<file path="src/rtl/watch_if.sv">
// watch_if: control inputs and display/status outputs of the multi-alarm watch core.
interface watch_if #(
    parameter int NUM_ALARMS = 2,
    parameter int AW = NUM_ALARMS > 1 ? $clog2(NUM_ALARMS) : 1
);
    logic                  en;
    logic                  mode_btn;
    logic                  sel_btn;
    logic                  inc_btn;
    logic                  snooze;
    logic [AW-1:0]         alm_sel;
    logic [NUM_ALARMS-1:0] alm_en;
    logic [3:0]            disp_hour;
    logic [5:0]            disp_min;
    logic [5:0]            disp_sec;
    logic                  disp_pm;
    logic [1:0]            mode;
    logic [1:0]            field;
    logic                  ring;
    logic [AW-1:0]         ring_id;
    logic                  sec_tick;
    logic                  blink;

    modport master (
        output en, mode_btn, sel_btn, inc_btn, snooze, alm_sel, alm_en,
        input  disp_hour, disp_min, disp_sec, disp_pm, mode, field, ring, ring_id, sec_tick, blink
    );
    modport slave (
        input  en, mode_btn, sel_btn, inc_btn, snooze, alm_sel, alm_en,
        output disp_hour, disp_min, disp_sec, disp_pm, mode, field, ring, ring_id, sec_tick, blink
    );
endinterface

</file>
<file path="src/rtl/watch_multi_alarm.sv">
// watch_multi_alarm: 12-hour watch with NUM_ALARMS alarms, time/alarm set modes and timed ringing.
// Optional snooze countdown is built only when WATCH_SNOOZE_EN is defined.
module watch_multi_alarm #(
    parameter int TICK_DIV   = 10000,
    parameter int NUM_ALARMS = 2,
    parameter int RING_SECS  = 60,
    parameter int SNOOZE_MIN = 5
) (
    input logic clk,
    input logic rst,
    watch_if.slave bus
);
    localparam int AW = NUM_ALARMS > 1 ? $clog2(NUM_ALARMS) : 1;
    localparam int PW = $clog2(TICK_DIV);
    localparam int EW = 1 << AW;
    localparam logic [7:0] RING_LOAD = 8'(RING_SECS);

    typedef enum logic [1:0] {SHOW = 2'd0, ASET = 2'd1, TSET = 2'd2, BAD = 2'd3} mode_t;
    typedef enum logic [1:0] {F_MIN = 2'd0, F_HOUR = 2'd1, F_PM = 2'd2, F_BAD = 2'd3} field_t;

    function automatic logic [5:0] inc_min(input logic [5:0] m);
        return m == 6'd59 ? 6'd0 : m + 6'd1;
    endfunction

    function automatic logic [3:0] inc_hour(input logic [3:0] h);
        return h == 4'd12 ? 4'd1 : h + 4'd1;
    endfunction

    logic [PW-1:0] pc;
    logic [5:0]    sec, sec_n, min, min_n;
    logic [3:0]    hour, hour_n;
    logic          pm, pm_n;
    logic [5:0]    a_min [NUM_ALARMS];
    logic [5:0]    a_min_n [NUM_ALARMS];
    logic [3:0]    a_hour [NUM_ALARMS];
    logic [3:0]    a_hour_n [NUM_ALARMS];
    logic          a_pm [NUM_ALARMS];
    logic          a_pm_n [NUM_ALARMS];
    mode_t         mode_q, mode_n;
    field_t        field_q, field_n;
    logic          ring, ring_n;
    logic [AW-1:0] rid, rid_n, hid, sel_idx;
    logic [7:0]    rcnt, rcnt_n;
    logic          hit, st;
    logic [3:0]    d_hour, d_hour_n;
    logic [5:0]    d_min, d_min_n, d_sec, d_sec_n;
    logic          d_pm, d_pm_n;
    logic [EW-1:0] en_pad;
    logic          tick, run, mode_chg, dismiss, edit;

`ifdef WATCH_SNOOZE_EN
    logic          snz, snz_n;
    logic [AW-1:0] sid, sid_n;
    logic [11:0]   scnt, scnt_n;
`else
    localparam int unused_snooze_min = SNOOZE_MIN;
    logic unused_snooze;
    assign unused_snooze = bus.snooze;
`endif

    assign tick     = bus.en && pc == PW'(TICK_DIV - 1);
    assign run      = tick && mode_q != TSET;
    assign mode_chg = bus.mode_btn && !ring;
    assign dismiss  = bus.mode_btn && ring;
    assign edit     = bus.inc_btn && !bus.mode_btn;
    assign sel_idx  = {1'b0, bus.alm_sel} < (AW + 1)'(NUM_ALARMS) ? bus.alm_sel : '0;
    assign en_pad   = EW'(bus.alm_en);

    always_comb begin
        mode_n = mode_q;
        if (mode_q == BAD)
            mode_n = SHOW;
        else if (mode_chg)
            mode_n = mode_q == SHOW ? ASET : mode_q == ASET ? TSET : SHOW;
        field_n = field_q;
        if (mode_n != mode_q)
            field_n = F_MIN;
        else if (bus.sel_btn && !bus.mode_btn && mode_q != SHOW)
            field_n = field_q == F_MIN ? F_HOUR : field_q == F_HOUR ? F_PM : F_MIN;
    end

    always_comb begin
        sec_n  = sec;
        min_n  = min;
        hour_n = hour;
        pm_n   = pm;
        if (run) begin
            sec_n = sec == 6'd59 ? 6'd0 : sec + 6'd1;
            if (sec == 6'd59) begin
                min_n = inc_min(min);
                if (min == 6'd59) begin
                    hour_n = inc_hour(hour);
                    pm_n   = hour == 4'd11 ? !pm : pm;
                end
            end
        end else if (edit && mode_q == TSET) begin
            sec_n  = '0;
            min_n  = field_q == F_MIN ? inc_min(min) : min;
            hour_n = field_q == F_HOUR ? inc_hour(hour) : hour;
            pm_n   = pm ^ (field_q == F_PM);
        end
    end

    always_comb begin
        a_min_n  = a_min;
        a_hour_n = a_hour;
        a_pm_n   = a_pm;
        if (edit && mode_q == ASET) begin
            a_min_n[sel_idx]  = field_q == F_MIN ? inc_min(a_min[sel_idx]) : a_min[sel_idx];
            a_hour_n[sel_idx] = field_q == F_HOUR ? inc_hour(a_hour[sel_idx]) : a_hour[sel_idx];
            a_pm_n[sel_idx]   = a_pm[sel_idx] ^ (field_q == F_PM);
        end
    end

    // Descending scan so the lowest matching alarm index is the one left in hid.
    always_comb begin
        hit = 1'b0;
        hid = '0;
        for (int k = NUM_ALARMS - 1; k >= 0; k--)
            if (bus.alm_en[k] && a_hour[k] == hour_n && a_min[k] == min_n && a_pm[k] == pm_n) begin
                hit = 1'b1;
                hid = AW'(k);
            end
        hit = hit && run && sec_n == 6'd0;
    end

    always_comb begin
        ring_n = ring;
        rid_n  = rid;
        rcnt_n = rcnt;
        if (tick && ring) begin
            rcnt_n = rcnt - 8'd1;
            ring_n = rcnt_n != 8'd0;
        end
        if (dismiss || !en_pad[rid])
            ring_n = 1'b0;
`ifdef WATCH_SNOOZE_EN
        snz_n  = snz;
        sid_n  = sid;
        scnt_n = scnt;
        if (bus.snooze && ring) begin
            ring_n = 1'b0;
            snz_n  = 1'b1;
            sid_n  = rid;
            scnt_n = 12'(SNOOZE_MIN * 60);
        end else if (run && snz) begin
            scnt_n = scnt - 12'd1;
            if (scnt_n == 12'd0) begin
                snz_n = 1'b0;
                if (en_pad[sid]) begin
                    ring_n = 1'b1;
                    rid_n  = sid;
                    rcnt_n = RING_LOAD;
                end
            end
        end
        if (dismiss || hit)
            snz_n = 1'b0;
`endif
        if (hit) begin
            ring_n = 1'b1;
            rid_n  = hid;
            rcnt_n = RING_LOAD;
        end
    end

    // Display is registered from next-state values so it lines up with mode, ring and sec_tick.
    always_comb begin
        d_hour_n = mode_n == ASET ? a_hour_n[sel_idx] : hour_n;
        d_min_n  = mode_n == ASET ? a_min_n[sel_idx] : min_n;
        d_sec_n  = mode_n == ASET ? 6'd0 : sec_n;
        d_pm_n   = mode_n == ASET ? a_pm_n[sel_idx] : pm_n;
    end

    always_ff @(posedge clk) begin
        if (rst) begin
            mode_q  <= SHOW;
            field_q <= F_MIN;
        end else begin
            mode_q  <= mode_n;
            field_q <= field_n;
        end
    end

    always_ff @(posedge clk) begin
        if (rst) begin
            pc     <= '0;
            sec    <= '0;
            min    <= '0;
            hour   <= 4'd12;
            pm     <= 1'b0;
            a_min  <= '{default: 6'd0};
            a_hour <= '{default: 4'd12};
            a_pm   <= '{default: 1'b0};
            ring   <= 1'b0;
            rid    <= '0;
            rcnt   <= '0;
            st     <= 1'b0;
            d_hour <= 4'd12;
            d_min  <= '0;
            d_sec  <= '0;
            d_pm   <= 1'b0;
`ifdef WATCH_SNOOZE_EN
            snz    <= 1'b0;
            sid    <= '0;
            scnt   <= '0;
`endif
        end else begin
            if (bus.en)
                pc <= tick ? '0 : pc + PW'(1);
            sec    <= sec_n;
            min    <= min_n;
            hour   <= hour_n;
            pm     <= pm_n;
            a_min  <= a_min_n;
            a_hour <= a_hour_n;
            a_pm   <= a_pm_n;
            ring   <= ring_n;
            rid    <= rid_n;
            rcnt   <= rcnt_n;
            st     <= tick;
            d_hour <= d_hour_n;
            d_min  <= d_min_n;
            d_sec  <= d_sec_n;
            d_pm   <= d_pm_n;
`ifdef WATCH_SNOOZE_EN
            snz    <= snz_n;
            sid    <= sid_n;
            scnt   <= scnt_n;
`endif
        end
    end

    assign bus.disp_hour = d_hour;
    assign bus.disp_min  = d_min;
    assign bus.disp_sec  = d_sec;
    assign bus.disp_pm   = d_pm;
    assign bus.mode      = mode_q;
    assign bus.field     = field_q;
    assign bus.ring      = ring;
    assign bus.ring_id   = rid;
    assign bus.sec_tick  = st;
    assign bus.blink     = sec[0];
endmodule
</file>
<file path="src/flat_wrapper.sv">
// flat-port wrapper written by rule: the top's interface ports become plain ports
module watch_multi_alarm_flat 
#(
    parameter int TICK_DIV   = 10000,
    parameter int NUM_ALARMS = 2,
    parameter int RING_SECS  = 60,
    parameter int SNOOZE_MIN = 5
)
  (clk, rst, bus_en, bus_mode_btn, bus_sel_btn, bus_inc_btn, bus_snooze, bus_alm_sel, bus_alm_en, bus_disp_hour, bus_disp_min, bus_disp_sec, bus_disp_pm, bus_mode, bus_field, bus_ring, bus_ring_id, bus_sec_tick, bus_blink);
  watch_if #(.NUM_ALARMS(NUM_ALARMS)) bus_i ();
  input logic clk;
  input logic rst;
  input wire logic [$bits(bus_i.en)-1:0] bus_en;
  input wire logic [$bits(bus_i.mode_btn)-1:0] bus_mode_btn;
  input wire logic [$bits(bus_i.sel_btn)-1:0] bus_sel_btn;
  input wire logic [$bits(bus_i.inc_btn)-1:0] bus_inc_btn;
  input wire logic [$bits(bus_i.snooze)-1:0] bus_snooze;
  input wire logic [$bits(bus_i.alm_sel)-1:0] bus_alm_sel;
  input wire logic [$bits(bus_i.alm_en)-1:0] bus_alm_en;
  output wire logic [$bits(bus_i.disp_hour)-1:0] bus_disp_hour;
  output wire logic [$bits(bus_i.disp_min)-1:0] bus_disp_min;
  output wire logic [$bits(bus_i.disp_sec)-1:0] bus_disp_sec;
  output wire logic [$bits(bus_i.disp_pm)-1:0] bus_disp_pm;
  output wire logic [$bits(bus_i.mode)-1:0] bus_mode;
  output wire logic [$bits(bus_i.field)-1:0] bus_field;
  output wire logic [$bits(bus_i.ring)-1:0] bus_ring;
  output wire logic [$bits(bus_i.ring_id)-1:0] bus_ring_id;
  output wire logic [$bits(bus_i.sec_tick)-1:0] bus_sec_tick;
  output wire logic [$bits(bus_i.blink)-1:0] bus_blink;
  assign bus_i.en = bus_en;
  assign bus_i.mode_btn = bus_mode_btn;
  assign bus_i.sel_btn = bus_sel_btn;
  assign bus_i.inc_btn = bus_inc_btn;
  assign bus_i.snooze = bus_snooze;
  assign bus_i.alm_sel = bus_alm_sel;
  assign bus_i.alm_en = bus_alm_en;
  assign bus_disp_hour = bus_i.disp_hour;
  assign bus_disp_min = bus_i.disp_min;
  assign bus_disp_sec = bus_i.disp_sec;
  assign bus_disp_pm = bus_i.disp_pm;
  assign bus_mode = bus_i.mode;
  assign bus_field = bus_i.field;
  assign bus_ring = bus_i.ring;
  assign bus_ring_id = bus_i.ring_id;
  assign bus_sec_tick = bus_i.sec_tick;
  assign bus_blink = bus_i.blink;
  watch_multi_alarm #(.TICK_DIV(TICK_DIV), .NUM_ALARMS(NUM_ALARMS), .RING_SECS(RING_SECS), .SNOOZE_MIN(SNOOZE_MIN)) u_core (.clk(clk), .rst(rst), .bus(bus_i));
endmodule
</file>
<file path="config.mk">
export PLATFORM = sky130hd
export DESIGN_NAME = watch_multi_alarm_flat
export DESIGN_NICKNAME = d
export VERILOG_FILES = /design/src/rtl/watch_if.sv /design/src/rtl/watch_multi_alarm.sv /design/src/flat_wrapper.sv
export SDC_FILE = /design/constraint.sdc
export NUM_CORES = 1
export LEC_CHECK = 0
export ABC_AREA = 1
export ABC_CLOCK_PERIOD_IN_PS = 3700
export CORE_ASPECT_RATIO = 0.9
export CORE_MARGIN = 4
export CORE_UTILIZATION = 55
export DETAILED_ROUTE_END_ITERATION = 10
export PLACE_DENSITY = 0.75
export SKIP_LAST_GASP = 1
export SLEW_MARGIN = 20
export SYNTH_ARGS = -nofsm -noshare
export SYNTH_HDL_FRONTEND = slang
export SYNTH_SLANG_ARGS = --single-unit
</file>
<file path="constraint.sdc">
create_clock -name clk -period 3.7 [get_ports clk]
set_clock_uncertainty 0.1 [all_clocks]
set_input_delay 1.11 -clock clk [delete_from_list [all_inputs] [get_ports clk]]
set_output_delay 1.11 -clock clk [all_outputs]
set_load 0.01 [all_outputs]
</file>
# Word level (Yosys, flattened, before mapping)
# Cells that the tools add are included.
[word_totals]
rom_bits = 0
memories = 0
ramBits = 0
register_bits = 85
in_bits = 10
wordCells = 163
latch_bits = 0
[classes]
eq_ne = 21
magnitude_cmp = 3
addsub = 7
n_reduce_logical = 34
shifts = 0
bitwise = 3
n_div = 0
n_mux = 73
mul = 0
[op_table]
columns = ["op", "n"]
rows = [
  ["$mux 6", 20],
  ["$mux 4", 16],
  ["$mux 1", 21],
  ["$logic_and 1x1->1", 19],
  ["$add 6x1->6 const B", 3],
  ["$eq 6x6->1 const B", 3],
  ["$add 14x1->14 const B", 1],
  ["$eq 14x14->1 const B", 1],
  ["$mux 14", 1],
  ["$mux 2", 7],
  ["$bwmux 12", 1],
  ["$eq 4x4->1 const B", 3],
  ["$eq 6x6->1", 2],
  ["$mux 12", 1],
  ["$add 4x1->4 const B", 2],
  ["$bwmux 8", 1],
  ["$eq 4x4->1", 2],
  ["$mux 8", 1],
  ["$reduce_bool 8->1", 1],
  ["$sub 8x1->8 const B", 1],
  ["$demux 6 s1", 1],
  ["$eq 2x1->1 const B", 3],
  ["$eq 2x2->1 const B", 3],
  ["$logic_not 6->1", 1],
  ["17 further kinds", 26],
]

# Logic depth before layout (Yosys ltp)
# Gate-level depths: netlist (run 1).
[depth]
ltp_word = 14
mapped_depth = 19
ltp_nobuf = 18

# Worst setup path before layout (run 1)
# OpenSTA, ideal clock, no wires.
[synth_timing]
path_type = "input to register"
from = "input port bus_alm_sel"
to = "register u_core.d_min[5] (netlist: u_core.bus.disp_min[5])"
setup_time_ns = 0.128
setup_slack_ns = 0.653
arrival_ns = 2.819
path_stages = 14
cell_sequence = "buf_2 -> o21ai_0 -> ha_1 -> inv_1 -> nor4_1 -> inv_1 -> nor2_1 -> inv_1 -> nand3_1 -> nand2_1 -> o21ai_0 -> nand2_1 -> nand3_1 -> o21ai_0"
[synth_between]
elab_chain_cells = 13
elab_cells_between_ends = 19
classes_between = "add/sub: 1; order compare: 2; eq/ne: 1; mux: 13; bitwise: 1; reduce/logical: 1"
[synth_lines]
columns = ["item", "line_no", "source"]
rows = [
  ["from (decl)", "flat_wrapper.sv:18", "input wire logic [$bits(bus_i.alm_sel)-1:0] bus_alm_sel;"],
  ["$not 1->2 (*)", "watch_multi_alarm.sv:109, watch_multi_alarm.sv:170", ""],
  ["$mux 6 (not written as such) (3 in a row)", "watch_multi_alarm.sv:109", "a_min_n[sel_idx] = field_q == F_MIN ? inc_min(a_min[sel_idx]) : a_min[sel_idx];"],
  ["$add 6x1->6 or $eq 6x6->1 (tied branches)", "watch_multi_alarm.sv:22", "return m == 6'd59 ? 6'd0 : m + 6'd1;"],
  ["$mux 6", "watch_multi_alarm.sv:22", ""],
  ["$mux 6", "watch_multi_alarm.sv:109", ""],
  ["$bwmux 12", "watch_multi_alarm.sv:109", ""],
  ["$mux 12", "watch_multi_alarm.sv:108", "if (edit && mode_q == ASET) begin"],
  ["$mux 6 (not written as such) (*) (3 in a row)", "watch_multi_alarm.sv:170", "d_min_n = mode_n == ASET ? a_min_n[sel_idx] : min_n;"],
  ["$mux 6 (*)", "watch_multi_alarm.sv:170", ""],
  ["to (signal assigned)", "watch_multi_alarm.sv:223", "d_min <= d_min_n;"],
  ["to (decl)", "watch_multi_alarm.sv:46", "logic [5:0] d_min, d_min_n, d_sec, d_sec_n;"],
]
# Every way passes the cells marked *; elsewhere a longest branch is shown, timed or not. The select of a mux whose other input is x is not followed.
# A chain may end at the register's enable or synchronous reset.

# Worst setup path in the final report (run 1)
# Same ends and word-level chain as after synthesis.

==> results of run 1 <==
## sequential cells by signal, indices dropped and copies added, names as in the netlist
signal                cells
u_core.bus.disp_hour      4
u_core.bus.sec_tick       1
u_core.a_min             12
u_core.a_hour             8
u_core.bus.field          2
u_core.bus.disp_pm        1
u_core.bus.disp_sec       6
u_core.bus.disp_min       6
u_core.bus.mode           2
u_core.pm                 1
u_core.bus.ring           1
u_core.rcnt               8
u_core.hour               4
u_core.bus.ring_id        1
u_core.pc                14
u_core.sec                6
u_core.a_pm               2
u_core.min                6
## where the power goes
| group | total, mW | switching (mW) | leakage (nW) | internal [mW] |
|---|---|---|---|---|
| clock | 0.748 | 0.348 | 0.106 | 0.400 |
| sequential | 0.945 | 0.0147 | 0.687 | 0.930 |
| combinational | 0.194 | 0.119 | 1.92 | 0.0749 |
| total | 1.89 | 0.482 | 2.71 | 1.40 |
## area by class of cell
| class | instances | area (um^2) |
|---|---|---|
| multi-input combinational | 615 | 3070 |
| tap | 122 | 153 |
| clock buffer | 11 | 141 |
| inverter | 98 | 368 |
| fill | 874 | 3110 |
| clock inverter | 5 | 83.8 |
| sequential | 85 | 1700 |
| timing repair buffer | 61 | 541 |
## critical path: cells and delay by family
| family | cells | cell delay [ps] |
|---|---|---|
| buffers and inverters | 5 | 920 |
| and+or+nand+nor | 6 | 790 |
| AOI/OAI and AO/OA | 3 | 420 |
| adders and majority gates | 1 | 210 |
## logic make-up (layout without fill, tap and decap cells)
logic type	after synthesis	after routing	share of synthesized area (%)
compound gates	103	103	10.5
flops	85	85	32.7
fa+ha+maj	10	10	2.40
xor+xnor	16	16	2.69
buf+inv	114	175	8.39
simple gates	486	486	43.4
## per-stage QoR
step	cell area, um^2	hold WS (ps)
6_report	6060	379
3_3_place_gp	5830	355
5_1_grt	6060	398
3_5_place_dp	5830	360
2_1_floorplan	5210	341
4_1_cts	6060	381
## worst min-delay path by stage
stage	from	to	cells past startpoint
detailed placement	u_core.pc[9]$_SDFFE_PP0P_	u_core.pc[9]$_SDFFE_PP0P_	1
global placement	u_core.pc[9]$_SDFFE_PP0P_	u_core.pc[9]$_SDFFE_PP0P_	1
floorplan	u_core.pc[9]$_SDFFE_PP0P_	u_core.pc[9]$_SDFFE_PP0P_	1
finish	u_core.pc[9]$_SDFFE_PP0P_	u_core.pc[9]$_SDFFE_PP0P_	1
CTS	u_core.pc[9]$_SDFFE_PP0P_	u_core.pc[9]$_SDFFE_PP0P_	1
global route	u_core.pc[9]$_SDFFE_PP0P_	u_core.pc[9]$_SDFFE_PP0P_	1
## cells in the mapped netlist
cell type / number
nor2_8: 3
nor2_2: 7
o21a_1: 1
nand2_4: 3
ha_1: 10
xor2_1: 12
nor4_1: 2
nand3b_1: 5
buf_2: 4
nand3b_2: 1
nor2_1: 112
o211ai_1: 2
o22ai_1: 1
nor3_1: 7
a211oi_1: 2
and3_1: 1
o21ai_0: 71
xnor2_1: 4
nand2_1: 232
o21ai_2: 1
o21ai_1: 3
nor2_4: 7
a21oi_1: 18
nand3_4: 3
buf_4: 1
nand4_1: 10
or2_2: 1
nand3_1: 69
dfxtp_1: 85
nand3_2: 10
buf_1: 1
a22oi_1: 1
inv_2: 9
a21oi_2: 2
clkbuf_1: 10
nand2_2: 13
inv_1: 89
o31ai_1: 1
## routing by layer
layer / GRT usage (%) / routed length, um / vias to the layer above / share of wire [%]
met5: 0 / 0 / - / 0
met4: 7.48 / 216 / 0 / 1.6
met3: 4.40 / 804 / 19 / 5.8
met2: 43.2 / 6460 / 175 / 47
met1: 33.6 / 6330 / 2426 / 46
li1: - / - / 2702 / -
==> results.sh, run 1 <==
export IMPL_drc=0
export IMPL_timing_final_crit_share_pct=89.8
export IMPL_postCtsSetupBuffers=0
export IMPL_numPortBuffers=33
export IMPL_vias=5322
export IMPL_end_kind="register"
export IMPL_synth_cell_types=38
export IMPL_cp_arrival_ps=3470
export IMPL_die_w_um=111
export IMPL_insertedDiodeCount=0
export IMPL_areaGrowthSynthToFinish_pct=16.3
export IMPL_track_usage_pct=25.5
export IMPL_htreeDepth=3
export IMPL_netlist_instances=814
export IMPL_first_pass_iters=7
export IMPL_fin_cells=997
export IMPL_wl_per_cell_um=13.8
export IMPL_routabilityCongestion=0.934
export IMPL_critPathMaxFanout=7
export IMPL_r2r_slack_ps=770
export IMPL_worstMarginPinSlew_ps=636
export IMPL_finalSetupTns_ps=0
export IMPL_max_freq_mhz=301
export IMPL_total_power_mw=1.89
export IMPL_worstPathRequired_ps=3850
export IMPL_p_leak_nw=2.71
export IMPL_grt_max_degree=27
export IMPL_fin_ws_ps=377
export IMPL_drv_slew=0
export IMPL_pin_count=35
export IMPL_critPathKind="input port to register"
export IMPL_postSynthAreaPerCell_um2=6.40
export IMPL_fin_nets=890
export IMPL_max_vdd_ir_drop_mv=0.299
export IMPL_fp_row_count=33
export IMPL_start_kind="input port"
export IMPL_overflow=0
export IMPL_core_region_area_um2=9170
export IMPL_p_per_area_nw_per_um2=312
export IMPL_placed_cells=981
export IMPL_syn_num_nets=834
export IMPL_post_dp_hpwl_mm=10.6
export IMPL_layout_commonest_cell="nand2_1"
export IMPL_drt_initial_drc_count=352
export IMPL_clk_path_buf_depth=2
export IMPL_numClockSinks=85
export IMPL_antenna_found_initial=0
export IMPL_cts_tree="built"
export IMPL_status="completed"
export IMPL_r2r_cells=17
export IMPL_synth_ff_latch_count=85
export IMPL_yosys_area_top_type="dfxtp_1"
export IMPL_yosysWarnings=0
export IMPL_fp_dieArea_um2=11100
export IMPL_crit_start="bus_alm_sel"
export IMPL_numCtsBuffers=9
export IMPL_yosysSeqAreaShare_pct=32.7
export IMPL_final_min_clock_period_ps=3320
export IMPL_setup_worst_path_end="u_core.bus.disp_min[5]$_SDFF_PP0_"
export IMPL_place_ws_ps=35.4
export IMPL_slowest_stage="clkdlybuf4s50_1"
export IMPL_post_cts_resized=0
export IMPL_final_util_pct=66.1
export IMPL_layout_common_cells="nand2_1, nor2_1, inv_1, dfxtp_1, o21ai_0"
export IMPL_rsz0062_at_grt="false"
export IMPL_syn_area_um2=5210
export IMPL_relSlewSlack_pct=57.5
export IMPL_cap_violations=0
export IMPL_drive_gt1_share_pct=11.8
export IMPL_rr_startpoint="u_core.sec[0]$_SDFF_PP0_"
export IMPL_setup_violations=0
export IMPL_synth_area_leaders="dfxtp_1, nand2_1, nor2_1"
export IMPL_hold_violations=0
export IMPL_yosys_area_top_type_share_pct=32.7
export IMPL_ant_nets=0
export IMPL_cts_root_buf="clkbuf_8"
export IMPL_first_global_vias=4896
export IMPL_routed_wl_mm=13.8
export IMPL_die_y_um=100
export IMPL_reg2reg_to="u_core.rcnt[3]$_SDFFE_PP0P_"
export IMPL_grt_pass1_wl_mm=23.1
export IMPL_max_stage_delay_ps=500
export IMPL_viasPerCell=5.34
export IMPL_insertion_delay_ps=370
export IMPL_ctsHoldBuffers=0
export IMPL_path_cells="clkdlybuf4s50_1, buf_4, o21ai_0, ha_1, inv_1, nor4_1, inv_1, nor2_1, inv_1, nand3_1, nand2_1, o21ai_0, nand2_1, nand3_1, o21ai_0"
export IMPL_initial_core_util_pct=56.8
export IMPL_clk_pin_slew_ps=80
export IMPL_hold_class="register to register"
Power figures use the tool's default switching activity.
==> run 2: changes to the inputs <==
--- a/config.mk
+++ b/config.mk
@@ -8,9 +8,10 @@
 export ABC_AREA = 1
 export ABC_CLOCK_PERIOD_IN_PS = 3700
 export CORE_ASPECT_RATIO = 0.9
-export CORE_MARGIN = 4
 export CORE_UTILIZATION = 55
+export CTS_CLUSTER_SIZE = 30
 export DETAILED_ROUTE_END_ITERATION = 10
+export GPL_TIMING_DRIVEN = 0
 export PLACE_DENSITY = 0.75
 export SKIP_LAST_GASP = 1
 export SLEW_MARGIN = 20
==> run 2 against run 1 <==
Against the previous run:
- global-route usage up 4.1 points
- die area down 11%
- clock power down 7.9%
- sequential power about the same
- critical path depth up 1
- setup slack worse by 73 ps
- combinational power down 6%
- critical endpoint is now u_core.rcnt[7]$_SDFFE_PP0P_
- largest power group unchanged
==> results.sh, run 2 (synthesis gave the netlist of run 1 again) <==
export IMPL_cts_root_buf="clkbuf_8"
export IMPL_p_sw_mw=0.472
export IMPL_slowest_stage="clkdlybuf4s50_1"
export IMPL_critPathMaxFanout=10
export IMPL_hold_class="register to register"
export IMPL_drv_slew=0
export IMPL_rr_startpoint="u_core.min[1]$_SDFF_PP0_"
export IMPL_top_register="u_core.pc"
export IMPL_drt_initial_drc_count=350
export IMPL_worstPathRequired_ps=3860
export IMPL_antenna_found_initial=0
export IMPL_fin_cells=985
export IMPL_placed_cells=969
export IMPL_fp_row_count=33
export IMPL_first_pass_iters=6
export IMPL_setup_violations=0
export IMPL_htreeDepth=3
export IMPL_fillers=873
export IMPL_hold_path_end="u_core.pc[9]$_SDFFE_PP0P_"
export IMPL_pin_count=35
export IMPL_worstMarginPinSlew_ps=847
export IMPL_r2r_slack_ps=960
export IMPL_routed_wl_mm=14.0
export IMPL_postCtsSetupBuffers=0
export IMPL_post_dp_hpwl_mm=11.0
export IMPL_ant_nets=0
export IMPL_finalSetupTns_ps=0
export IMPL_status="completed"
export IMPL_start_kind="input port"
export IMPL_worst_hold_slack_ps=380
export IMPL_p_clk_share_pct=37.9
export IMPL_max_freq_mhz=294
export IMPL_insertion_delay_ps=370
export IMPL_reg2reg_to="u_core.rcnt[7]$_SDFFE_PP0P_"
export IMPL_p_per_area_nw_per_um2=307
export IMPL_timing_final_crit_share_pct=91.8
export IMPL_first_global_vias=4868
export IMPL_layout_common_cells="nand2_1, nor2_1, inv_1, dfxtp_1"
export IMPL_drc=0
export IMPL_areaGrowthSynthToFinish_pct=13.5
export IMPL_design_area_um2=5910
export IMPL_routabilityCongestion=0.959
export IMPL_power_frac_comb_pct=10.0
export IMPL_hp_start="u_core.pc[9]$_SDFFE_PP0P_"
export IMPL_core_region_area_um2=9170
export IMPL_seq_power_share_pct=52.0
export IMPL_end_kind="register"
export IMPL_viasPerCell=5.41
export IMPL_final_min_clock_period_ps=3400
export IMPL_max_vdd_ir_drop_mv=0.247
export IMPL_clk_pin_slew_ps=80
export IMPL_p_leak_nw=2.62
export IMPL_dpl_cell_area_um2=5690
export IMPL_grt_max_degree=14
export IMPL_path_cells="clkdlybuf4s50_1, inv_2, nor2_4, nand2_1, nor2_4, nand3_4, nand2_1, inv_2, nand2_1, nand2_1, nor2_1, nand3_1, nor2_1, nand3_2, nand3_2, nor2_1"
export IMPL_path_common_cell="nand2_1"
export IMPL_initial_core_util_pct=56.8
export IMPL_r2r_cells=16
export IMPL_largest_reg_flops=14
export IMPL_numCtsBuffers=9
export IMPL_track_usage_pct=29.6
export IMPL_fp_dieArea_um2=9860
export IMPL_seqCellArea_um2=1700
export IMPL_numPortBuffers=33
export IMPL_die_w_um=105
export IMPL_grt_pass1_wl_mm=22.9
export IMPL_crit_start="bus_en"
export IMPL_multi_input_area_um2=3080
export IMPL_total_power_mw=1.82
export IMPL_rsz0062_at_grt="false"
export IMPL_ctsHoldBuffers=0
export IMPL_cts_tree="built"
export IMPL_overflow=0
export IMPL_numClockSinks=85
export IMPL_max_stage_delay_ps=590
export IMPL_clk_path_buf_depth=2
export IMPL_drive_gt1_share_pct=9.50
export IMPL_fin_nets=878
export IMPL_layout_commonest_cell="nand2_1"
export IMPL_critPathKind="input port to register"
export IMPL_vias=5331
export IMPL_hold_violations=0
export IMPL_internal_power_mw=1.34
export IMPL_switching_share_pct=26.0
export IMPL_largestRegisters="u_core.pc (14), u_core.a_min (12)"
export IMPL_wl_per_cell_um=14.2
export IMPL_die_y_um=94.3
export IMPL_hold_path_depth=1
export IMPL_insertedDiodeCount=0
export IMPL_relSlewSlack_pct=43.3
export IMPL_cp_arrival_ps=3550
export IMPL_cap_violations=0
==> run 2: cell types whose count changed in the layout (fill, tap and decap cells not counted), moves of 2 or more <==
cell        delta
buf_2          +3
o21ai_1        +2
clkinvlp_4     -2
buf_4         -26
clkbuf_1      +10
o21ai_0        -2
==> run 2: worst max-delay path by stage <==
| stage | slack (ps) | cells after the start | to |
|---|---|---|---|
| after floorplan | 650 | 14 | u_core.bus.disp_min[5]$_SDFF_PP0_ |
| after global placement | -220 | 15 | u_core.bus.disp_min[5]$_SDFF_PP0_ |
| after detailed placement | -230 | 15 | u_core.bus.disp_min[3]$_SDFF_PP0_ |
| after CTS | 110 | 15 | u_core.bus.disp_min[3]$_SDFF_PP0_ |
| after global routing | 70 | 16 | u_core.rcnt[6]$_SDFFE_PP0P_ |
| final | 300 | 16 | u_core.rcnt[7]$_SDFFE_PP0P_ |
==> run 2: power by group through the flow <==
stage | Clock (mW) | Sequential [mW] | Combinational (mW)
2_1_floorplan | 0 | 0.967 | 0.110
3_3_place_gp | 0 | 0.965 | 0.176
3_5_place_dp | 0 | 0.966 | 0.180
4_1_cts | 0.699 | 0.944 | 0.180
5_1_grt | 0.728 | 0.946 | 0.202
6_report | 0.689 | 0.944 | 0.182
==> run 2: layout make-up <==
type	count	share of cell area (%)
Buffer	16	1.23
Clock inverter	3	0.741
Sequential cell	85	28.8
Multi-Input combinational cell	615	52.1
Inverter	98	6.23
Timing Repair Buffer	33	5.63
Clock buffer	13	2.69
Tap cell	122	2.58
==> run 2: through the flow <==
| step | utilization (%) | setup slack [ps] |
|---|---|---|
| finish | 64.5 | 304 |
| global route | 64.5 | 65.4 |
| CTS | 64.3 | 112 |
| detailed placement | 62.1 | -234 |
| global placement | 62.1 | -217 |
| floorplan | - | 653 |
==> run 2: timing repair <==
action,CTS,global route
hold endpoints to repair,0,0
gates resized for setup,0,9
setup endpoints to repair,0,13
==> run 2: layer usage <==
metal  GRT usage [%]  vias to the layer above  part of all wire, %
met1            39.3                     2446                   46
met5               0                        -                    0
met3            4.65                       24                  7.4
met2            48.8                      191                   44
met4            11.0                        0                  2.1
li1                -                     2670                    -
==> run 2: worst max-delay path, delay by kind of cell <==
kind,cells,cell delay (ps)
AND/OR/NAND/NOR,13,1660
buffers and inverters,3,780
==> run 3: changes to the inputs <==
--- a/config.mk
+++ b/config.mk
@@ -18,3 +18,4 @@
 export SYNTH_ARGS = -nofsm -noshare
 export SYNTH_HDL_FRONTEND = slang
 export SYNTH_SLANG_ARGS = --single-unit
+export TNS_END_PERCENT = 50
==> results of run 3 <==
No change in the layout: final DEF, timing and power equal those of run 2.
